## config.mk

```make
export PLATFORM = sky130hd
export DESIGN_NAME = frame_rate_meter
export DESIGN_NICKNAME = d
export VERILOG_FILES = /design/src/rtl/led_pkg.sv /design/src/rtl/rise_detect.sv /design/src/rtl/frame_rate_meter.sv
export SDC_FILE = /design/constraint.sdc
export NUM_CORES = 1
export LEC_CHECK = 0
export ABC_CLOCK_PERIOD_IN_PS = 4600
export BUFFER_PORTS_ARGS = -buffer_cell sky130_fd_sc_hd__buf_2
export CORE_MARGIN = 2
export CORE_UTILIZATION = 64
export CTS_CLUSTER_SIZE = 24
export DETAILED_ROUTE_END_ITERATION = 7
export PLACE_DENSITY = 0.83
export SKIP_LAST_GASP = 1
export SLEW_MARGIN = 15
export SYNTH_ARGS = -nofsm -noshare
export SYNTH_HDL_FRONTEND = slang
export SYNTH_HIERARCHICAL = 1
export SYNTH_SLANG_ARGS = --single-unit
```

## constraint.sdc

```tcl
create_clock -name clk_in -period 4.6 [get_ports clk_in]
set_input_delay 0.46 -clock clk_in [delete_from_list [all_inputs] [get_ports clk_in]]
set_output_delay 0.46 -clock clk_in [all_outputs]
set_load 0.01 [all_outputs]
```

## src/rtl/led_pkg.sv

```systemverilog
// Shared types and constants for the LED pipeline frame-rate measurement blocks.
package led_pkg;

  localparam int                   COUNT_W   = 8;
  localparam logic [COUNT_W-1:0]   COUNT_MAX = 8'hFF;

  typedef enum logic {
    IDLE = 1'b0,
    RUN  = 1'b1
  } meter_state_t;

  // Saturating increment; the frame accumulator must never wrap.
  function automatic logic [COUNT_W-1:0] sat_inc(input logic [COUNT_W-1:0] v);
    return (v == COUNT_MAX) ? v : v + 8'd1;
  endfunction

endpackage

```

## src/rtl/rise_detect.sv

```systemverilog
// Rising-edge detector; prev resets high so a level already high at reset release is not an edge.
module rise_detect (
  input  logic clk_in,
  input  logic rst_n_in,
  input  logic d,
  output logic rise
);

  logic prev_r;

  // Previous-sample register for edge detection
  always_ff @(posedge clk_in) begin
    if (!rst_n_in) begin
      prev_r <= 1'b1;
    end else begin
      prev_r <= d;
    end
  end

  assign rise = d & ~prev_r;

endmodule

```

## src/rtl/frame_rate_meter.sv

```systemverilog
// Counts frame_in rising edges per WINDOW_CYCLES-cycle window and publishes a saturated 8-bit rate.
module frame_rate_meter #(
  parameter int WINDOW_CYCLES = 50_000_000
) (
  input  logic       clk_in,
  input  logic       rst_n_in,
  input  logic       frame_in,
  input  logic       hold_in,
  output logic [7:0] count,
  output logic       update_out,
  output logic       overflow_out
);

  import led_pkg::*;

  localparam int               WIN_W    = (WINDOW_CYCLES > 1) ? $clog2(WINDOW_CYCLES) : 1;
  localparam logic [WIN_W-1:0] WIN_LAST = WIN_W'(WINDOW_CYCLES - 1);
  localparam logic [WIN_W-1:0] WIN_ONE  = WIN_W'(1);
  localparam logic [WIN_W-1:0] WIN_ZERO = WIN_W'(0);

  meter_state_t       state_r, state_s;
  logic [WIN_W-1:0]   win_cnt_r, win_cnt_s;
  logic [COUNT_W-1:0] acc_r, acc_s;
  logic               ovf_r, ovf_s;
  logic [COUNT_W-1:0] count_r, count_s;
  logic               overflow_r, overflow_s;
  logic               update_r, update_s;
  logic               edge_s;
  logic               tc_s;
  logic [COUNT_W-1:0] final_cnt_s;
  logic               final_ovf_s;

  rise_detect u_rise_detect (
    .clk_in   (clk_in),
    .rst_n_in (rst_n_in),
    .d        (frame_in),
    .rise     (edge_s)
  );

  // Window bookkeeping, accumulation and publish decisions
  always_comb begin
    state_s    = state_r;
    win_cnt_s  = win_cnt_r;
    acc_s      = acc_r;
    ovf_s      = ovf_r;
    count_s    = count_r;
    overflow_s = overflow_r;
    update_s   = 1'b0;

    tc_s        = (win_cnt_r == WIN_LAST);
    // An edge on the terminal cycle still belongs to the window that is ending.
    final_cnt_s = edge_s ? sat_inc(acc_r) : acc_r;
    final_ovf_s = ovf_r | (edge_s & (acc_r == COUNT_MAX));

    case (state_r)
      IDLE: begin
        if (edge_s) begin
          state_s   = RUN;
          win_cnt_s = WIN_ONE;
          acc_s     = 8'd1;
          ovf_s     = 1'b0;
        end else begin
          win_cnt_s = WIN_ZERO;
          acc_s     = 8'd0;
          ovf_s     = 1'b0;
        end
      end
      RUN: begin
        if (tc_s) begin
          win_cnt_s = WIN_ZERO;
          acc_s     = 8'd0;
          ovf_s     = 1'b0;
          if (!hold_in) begin
            count_s    = final_cnt_s;
            overflow_s = final_ovf_s;
            update_s   = 1'b1;
          end else begin
            count_s    = count_r;
            overflow_s = overflow_r;
          end
          // A silent window means the stream stopped; wait for the next edge to realign.
          if (final_cnt_s == 8'd0) begin
            state_s = IDLE;
          end else begin
            state_s = RUN;
          end
        end else begin
          win_cnt_s = win_cnt_r + WIN_ONE;
          if (edge_s) begin
            acc_s = sat_inc(acc_r);
            ovf_s = ovf_r | (acc_r == COUNT_MAX);
          end else begin
            acc_s = acc_r;
            ovf_s = ovf_r;
          end
        end
      end
      default: begin
        state_s   = IDLE;
        win_cnt_s = WIN_ZERO;
        acc_s     = 8'd0;
        ovf_s     = 1'b0;
      end
    endcase
  end

  // State, window counter, accumulator and registered outputs
  always_ff @(posedge clk_in) begin
    if (!rst_n_in) begin
      state_r    <= IDLE;
      win_cnt_r  <= WIN_ZERO;
      acc_r      <= 8'd0;
      ovf_r      <= 1'b0;
      count_r    <= 8'd0;
      overflow_r <= 1'b0;
      update_r   <= 1'b0;
    end else begin
      state_r    <= state_s;
      win_cnt_r  <= win_cnt_s;
      acc_r      <= acc_s;
      ovf_r      <= ovf_s;
      count_r    <= count_s;
      overflow_r <= overflow_s;
      update_r   <= update_s;
    end
  end

  assign count        = count_r;
  assign update_out   = update_r;
  assign overflow_out = overflow_r;

endmodule

```

* Word-level counts from Yosys, hierarchy flattened
Index checks and enable logic that the tools add are counted.
Word-level totals: flip-flop bits (word level) 47, input port bits 4, output and inout port bits 10
Operators by class: reductions and logical operators 3, muxes and demuxes 16, equal/unequal tests 3, bitwise logic cells 7, $add $sub $neg 2
Operators by type and width (number):
- $pmux 26 s2 | 1
- $add 26x1->26 const B | 1
- $eq 26x26->1 const B | 1
- $mux 26 | 1
- $mux 8 | 3
- $pmux 8 s2 | 1
- $add 8x1->8 const B | 1
- $eq 8x8->1 const B | 1
- $logic_not 8->1 | 1
- $mux 1 | 8
- $reduce_and 3->1 | 2
- $pmux 1 s2 | 2
- $ne 3x1->1 const B | 1
- $not 1->1 | 3
- $and 1x1->1 | 2
- $or 1x1->1 | 2

* Logic depth before layout (Yosys ltp)
depth in word-level cells 7, depth in mapped cells 8, mapped depth without buffers 6

* Hierarchy
Netlist, hierarchy kept.
Modules (own cells, without submodules):
- frame_rate_meter | times used 1, area an instance 2183.3 µm², cells an instance 241
- rise_detect | times used 1, area an instance 40.0 µm², cells an instance 3

* Worst setup path after synthesis
Ideal clock, no wire load.
path kind flip-flop to flip-flop, start register acc_r[0], end register state_r, buffers on the path 0, stages on the path, launching flop included 7, arrival time 1.739 ns, required time 4.466 ns, path slack 2.727 ns, cell sequence dfxtp_1 ha_1 nand3_1 o21ai_1 or3b_2 a2111oi_0 a31oi_1
On the way: word-level cells in the longest chain between the ends 7, elaborated cells on any way between the ends 8
RTL lines:
- from (decl) | line frame_rate_meter.sv:23 | logic [COUNT_W-1:0] acc_r, acc_s;
- from (signal assigned) | line frame_rate_meter.sv:120 | acc_r <= acc_s;
- $add 8x1->8 / $eq 8x8->1 (equally long branches) | line led_pkg.sv:14 | return (v == COUNT_MAX) ? v : v + 8'd1;
- $mux 8
- $mux 8 *
- $logic_not 8->1 * | line frame_rate_meter.sv:82 | if (final_cnt_s == 8'd0) begin
- $mux 1 * | line frame_rate_meter.sv:82
- $mux 1 * | line frame_rate_meter.sv:69 | if (tc_s) begin
- $pmux 1 s2 * | line frame_rate_meter.sv:55 | case (state_r)
- to (signal assigned) | line frame_rate_meter.sv:118 | state_r <= state_s;
- to (decl) | line frame_rate_meter.sv:21 | meter_state_t state_r, state_s;
Every way passes the cells marked *; elsewhere a longest branch is shown, timed or not. A chain may end at the register's enable or synchronous reset.

* Worst setup path in the final report
start register win_cnt_r[0], end register count_r[7], in the netlist count[7]
On the way: word-level cells in the longest chain between the ends 2
RTL lines:
- from (decl) | line frame_rate_meter.sv:22 | logic [WIN_W-1:0] win_cnt_r, win_cnt_s;
- from (signal assigned) | line frame_rate_meter.sv:119 | win_cnt_r <= win_cnt_s;
- $eq 26x26->1 | line frame_rate_meter.sv:50 | tc_s = (win_cnt_r == WIN_LAST);
- $reduce_and 3->1 (no source line)
- to (signal assigned) | line frame_rate_meter.sv:122 | count_r <= count_s;
- to (decl) | line frame_rate_meter.sv:25 | logic [COUNT_W-1:0] count_r, count_s;
No other way between the ends.

==> flow_metrics.tcl <==
set metrics [dict create \
    run_status "finished, final reports clean" \
    area.sequential_sq_um 941 \
    globalRoute.totalOverflow 0 \
    fin_cells 305 \
    maxCapViolations 0 \
    grt_setup_unrepaired "no" \
    number_of_hold_buffers_added_after_cts 0 \
    drt_iter0_markers 73 \
    fill_cells 282 \
    hpwlAfterDp_mm 2.89 \
    syn2layout_area_growth_pct 6.42 \
    logic_depth_of_the_worst_path_buffers_included 6 \
    synth_ff_type "sky130_fd_sc_hd__dfxtp_1" \
    timing.fmax_mhz 436 \
    clock_tree_from_tritoncts "built" \
    p_total_mw 0.635 \
    wl_mm 3.97 \
    setup.worst_path.class "flip-flop to flip-flop" \
    grt_start_max_net_pins 24 \
    postLayoutCoreUtil 0.709 \
    synth_cell_types 46 \
    io_buffers 13 \
    post_route_cells_drive_above_1_share 0.139 \
    clock_latency_ps 350 \
    boundaryPins 14 \
    crit-reg2reg-capture "count[7]" \
    wl_met3_microns 151 \
    r2r_setup_slack_ps 2310 \
    clock-skew-final_ps 5.79 \
    synthesis.instances 244 \
    cts_sinks 47 \
    critPathTopFamily "simple AND/OR/NAND/NOR gates" \
    slew_headroom 0.494 \
    power.static_leakage_nw 0.754 \
    power_per_cell_area_nw_per_um2 269 \
    drc 0 \
    rows 21 \
    number_of_optimization_iterations_in_the_first_detailed_route_pass 4 \
    postCtsResizedCells 0 \
    drtAntennaViolNets 0 \
    holdCritPathClass "input pin to flip-flop" \
    reg2regPathDepth 6 \
    pin_slew_with_the_least_headroom_to_its_limit_ps 752 \
    cts_made_buffers 5 \
    number_of_global_route_vias_before_repair 1505 \
    critical_path.slowest_cell "sky130_fd_sc_hd__and4b_1" \
    gpl.final_weighted_congestion 0.790 \
    clk_pin_slew_ps 120 \
    data_arrival_time_of_the_critical_path_ps 2530 \
    viasPerCell 5.70 \
    final_net_count 264 \
    highest_cell_delay_on_the_worst_timing_path_ps 710 \
    synth_seq_cells 47 \
    placed_instances 297 \
    synth_nets 250 \
    time_the_final_worst_path_needs_with_i_o_delays_and_setup_ps 2290 \
    cp-startpoint "win_cnt_r[0]" \
    data_required_critical_path_ps 4840 \
    grt_pass1_wl_mm 6.83 \
    totalNegativeSetupSlack_ps 0 \
    async_set_reset_flop_share_out_of_synthesis 0 \
    critical_path.max_fanout 16 \
    wl_met1_mm 1.96 \
    multiInputGateArea_sq_um 1210 \
    detailroute.wirelength.met2_mm 1.80 \
    regToRegStartpoint "win_cnt_r[0]" \
    sequence_of_cells_on_the_critical_path "ha_1 -> nand2_1 -> nor4_4 -> and4b_1 -> mux2i_1 -> nor2_1" \
    start_kind "flip-flop" \
    antenna_found_initial 0 \
    yosysSeqAreaShare 0.423 \
    synthesis.area_per_instance_sq_um 9.11 \
    min_period_over_period 0.498 \
    mappedNetlistArea_sq_um 2220 \
    clock_tree.htree_level_count 2 \
    dieArea_sq_um 3960 \
    slew_limit_fails 0 \
    total_of_warnings_raised_by_yosys 6 \
    die_outline_height_microns 62.9 \
    master_cell_of_the_clock_root_buffer "sky130_fd_sc_hd__clkbuf_4" \
    critical_path.endpoint "count[7]" \
    globalRouteTotalUtil 0.218 \
    timing_hold_violations_final 0 \
    crit_end_element "flip-flop" \
    timing.critical_path.buf_inv 0 \
    chipWidth_microns 62.9 \
    clockBufferDepth 2 \
    initial_core_utilization 0.666 \
    highest-signal-layer "met4" \
    core_area_sq_um 3340 \
    post_cts.repair.setup_buffers 0 \
    vias 1738 \
    post_drt_wl_per_cell_microns 13.0 \
    antenna-diode-count 0 \
    synth_enable_flop_cells 0 \
    irDropWorstVdd_mv 0.200 \
    setup_viol 0 \
]
==> state kept, by name, summed over array words and instances (netlist names) <==
name,flops
overflow_out,1
u_rise_detect/prev_r,1
acc_r,8
state_r,1
update_out,1
ovf_r,1
count,8
win_cnt_r,26
==> worst min-delay path by stage <==
| stage | start | endpoint | slack [ps] | cells after the start |
|---|---|---|---|---|
| CTS | hold_in | update_out | 280 | 2 |
| global placement | ovf_r | ovf_r | 460 | 2 |
| finish | hold_in | update_out | 290 | 2 |
| global route | hold_in | update_out | 270 | 2 |
| detailed placement | ovf_r | ovf_r | 470 | 2 |
| floorplan | ovf_r | ovf_r | 430 | 2 |
==> kinds of logic (layout without fill, tap and decap cells) <==
logic type / Yosys count / after routing / share of synthesized area
adder cells (fa/ha/maj): 2 / 2 / 0.0113
AO/OA/AOI/OAI: 19 / 19 / 0.0675
AND/OR/NAND/NOR: 130 / 130 / 0.328
flip-flops: 47 / 47 / 0.423
XOR/XNOR: 30 / 30 / 0.118
multiplexers: 4 / 4 / 0.0186
buffers and inverters: 12 / 27 / 0.0338
==> power by group <==
group / leakage (nW) / switching [mW] / total [mW] / internal [mW]
combinational: 0.337 / 0.00953 / 0.0151 / 0.00557
clock: 0.0386 / 0.118 / 0.209 / 0.0901
sequential: 0.379 / 0.00292 / 0.412 / 0.409
total: 0.754 / 0.131 / 0.635 / 0.505
==> metrics by stage <==
| stage | cell area [sq um] | setup WS [ps] | hold slack [ps] |
|---|---|---|---|
| final | 2370 | 2310 | 295 |
| after global placement | 2300 | 2390 | 455 |
| after detailed placement | 2300 | 2300 | 466 |
| after global routing | 2370 | 2120 | 268 |
| after CTS | 2370 | 2300 | 284 |
| after floorplan | 2220 | 2730 | 428 |
==> worst reg2reg max path: stages (launching register included) <==
cell and delay, ps:
sky130_fd_sc_hd__dfxtp_1 440, sky130_fd_sc_hd__ha_1 250, sky130_fd_sc_hd__nand2_1 130, sky130_fd_sc_hd__nor4_4 330, sky130_fd_sc_hd__and4b_1 710, sky130_fd_sc_hd__mux2i_1 260, sky130_fd_sc_hd__nor2_1 60
==> area by class of cell <==
cell class              count  share of cell area
clock buffers               8              0.0291
inverters                   5             0.00793
multi-input cells         185               0.510
flip-flops and latches     47               0.398
well taps                  46              0.0243
repair buffers             14              0.0307
==> cells in the mapped netlist, types with 3 or more instances <==
master	count	share of area
sky130_fd_sc_hd__nand3_1	10	0.023
sky130_fd_sc_hd__a211oi_2	3	0.017
sky130_fd_sc_hd__buf_2	5	0.011
sky130_fd_sc_hd__nor2_1	45	0.076
sky130_fd_sc_hd__and2_1	5	0.014
sky130_fd_sc_hd__nand2_1	14	0.024
sky130_fd_sc_hd__nor4_1	5	0.014
sky130_fd_sc_hd__dfxtp_1	47	0.42
sky130_fd_sc_hd__mux2i_1	3	0.014
sky130_fd_sc_hd__nand4_1	13	0.037
sky130_fd_sc_hd__inv_1	4	0.0068
sky130_fd_sc_hd__xnor2_1	15	0.059
sky130_fd_sc_hd__and4_1	6	0.024
sky130_fd_sc_hd__xor2_1	15	0.059
sky130_fd_sc_hd__a211oi_1	4	0.014
sky130_fd_sc_hd__nor2_2	3	0.0084
sky130_fd_sc_hd__nand2b_1	3	0.0084
sky130_fd_sc_hd__nor3_1	4	0.0090
==> cell usage in the layout (no fill, tap or decap), drive strengths merged, types with 7 or more instances in the layout <==
master and instances:
nor2 48, nand2 14, nand4 13, dfxtp 47, a211oi 7, nor4 8, nand3 10, clkbuf 8
xnor2 15, buf 14, xor2 15
==> per-layer routing <==
metal,up-vias,global-route usage
met5,-,0
met4,0,0.0778
met3,6,0.0486
met2,31,0.342
met1,812,0.293
li1,889,-
Note: power is estimated with default switching activity, not from simulation.
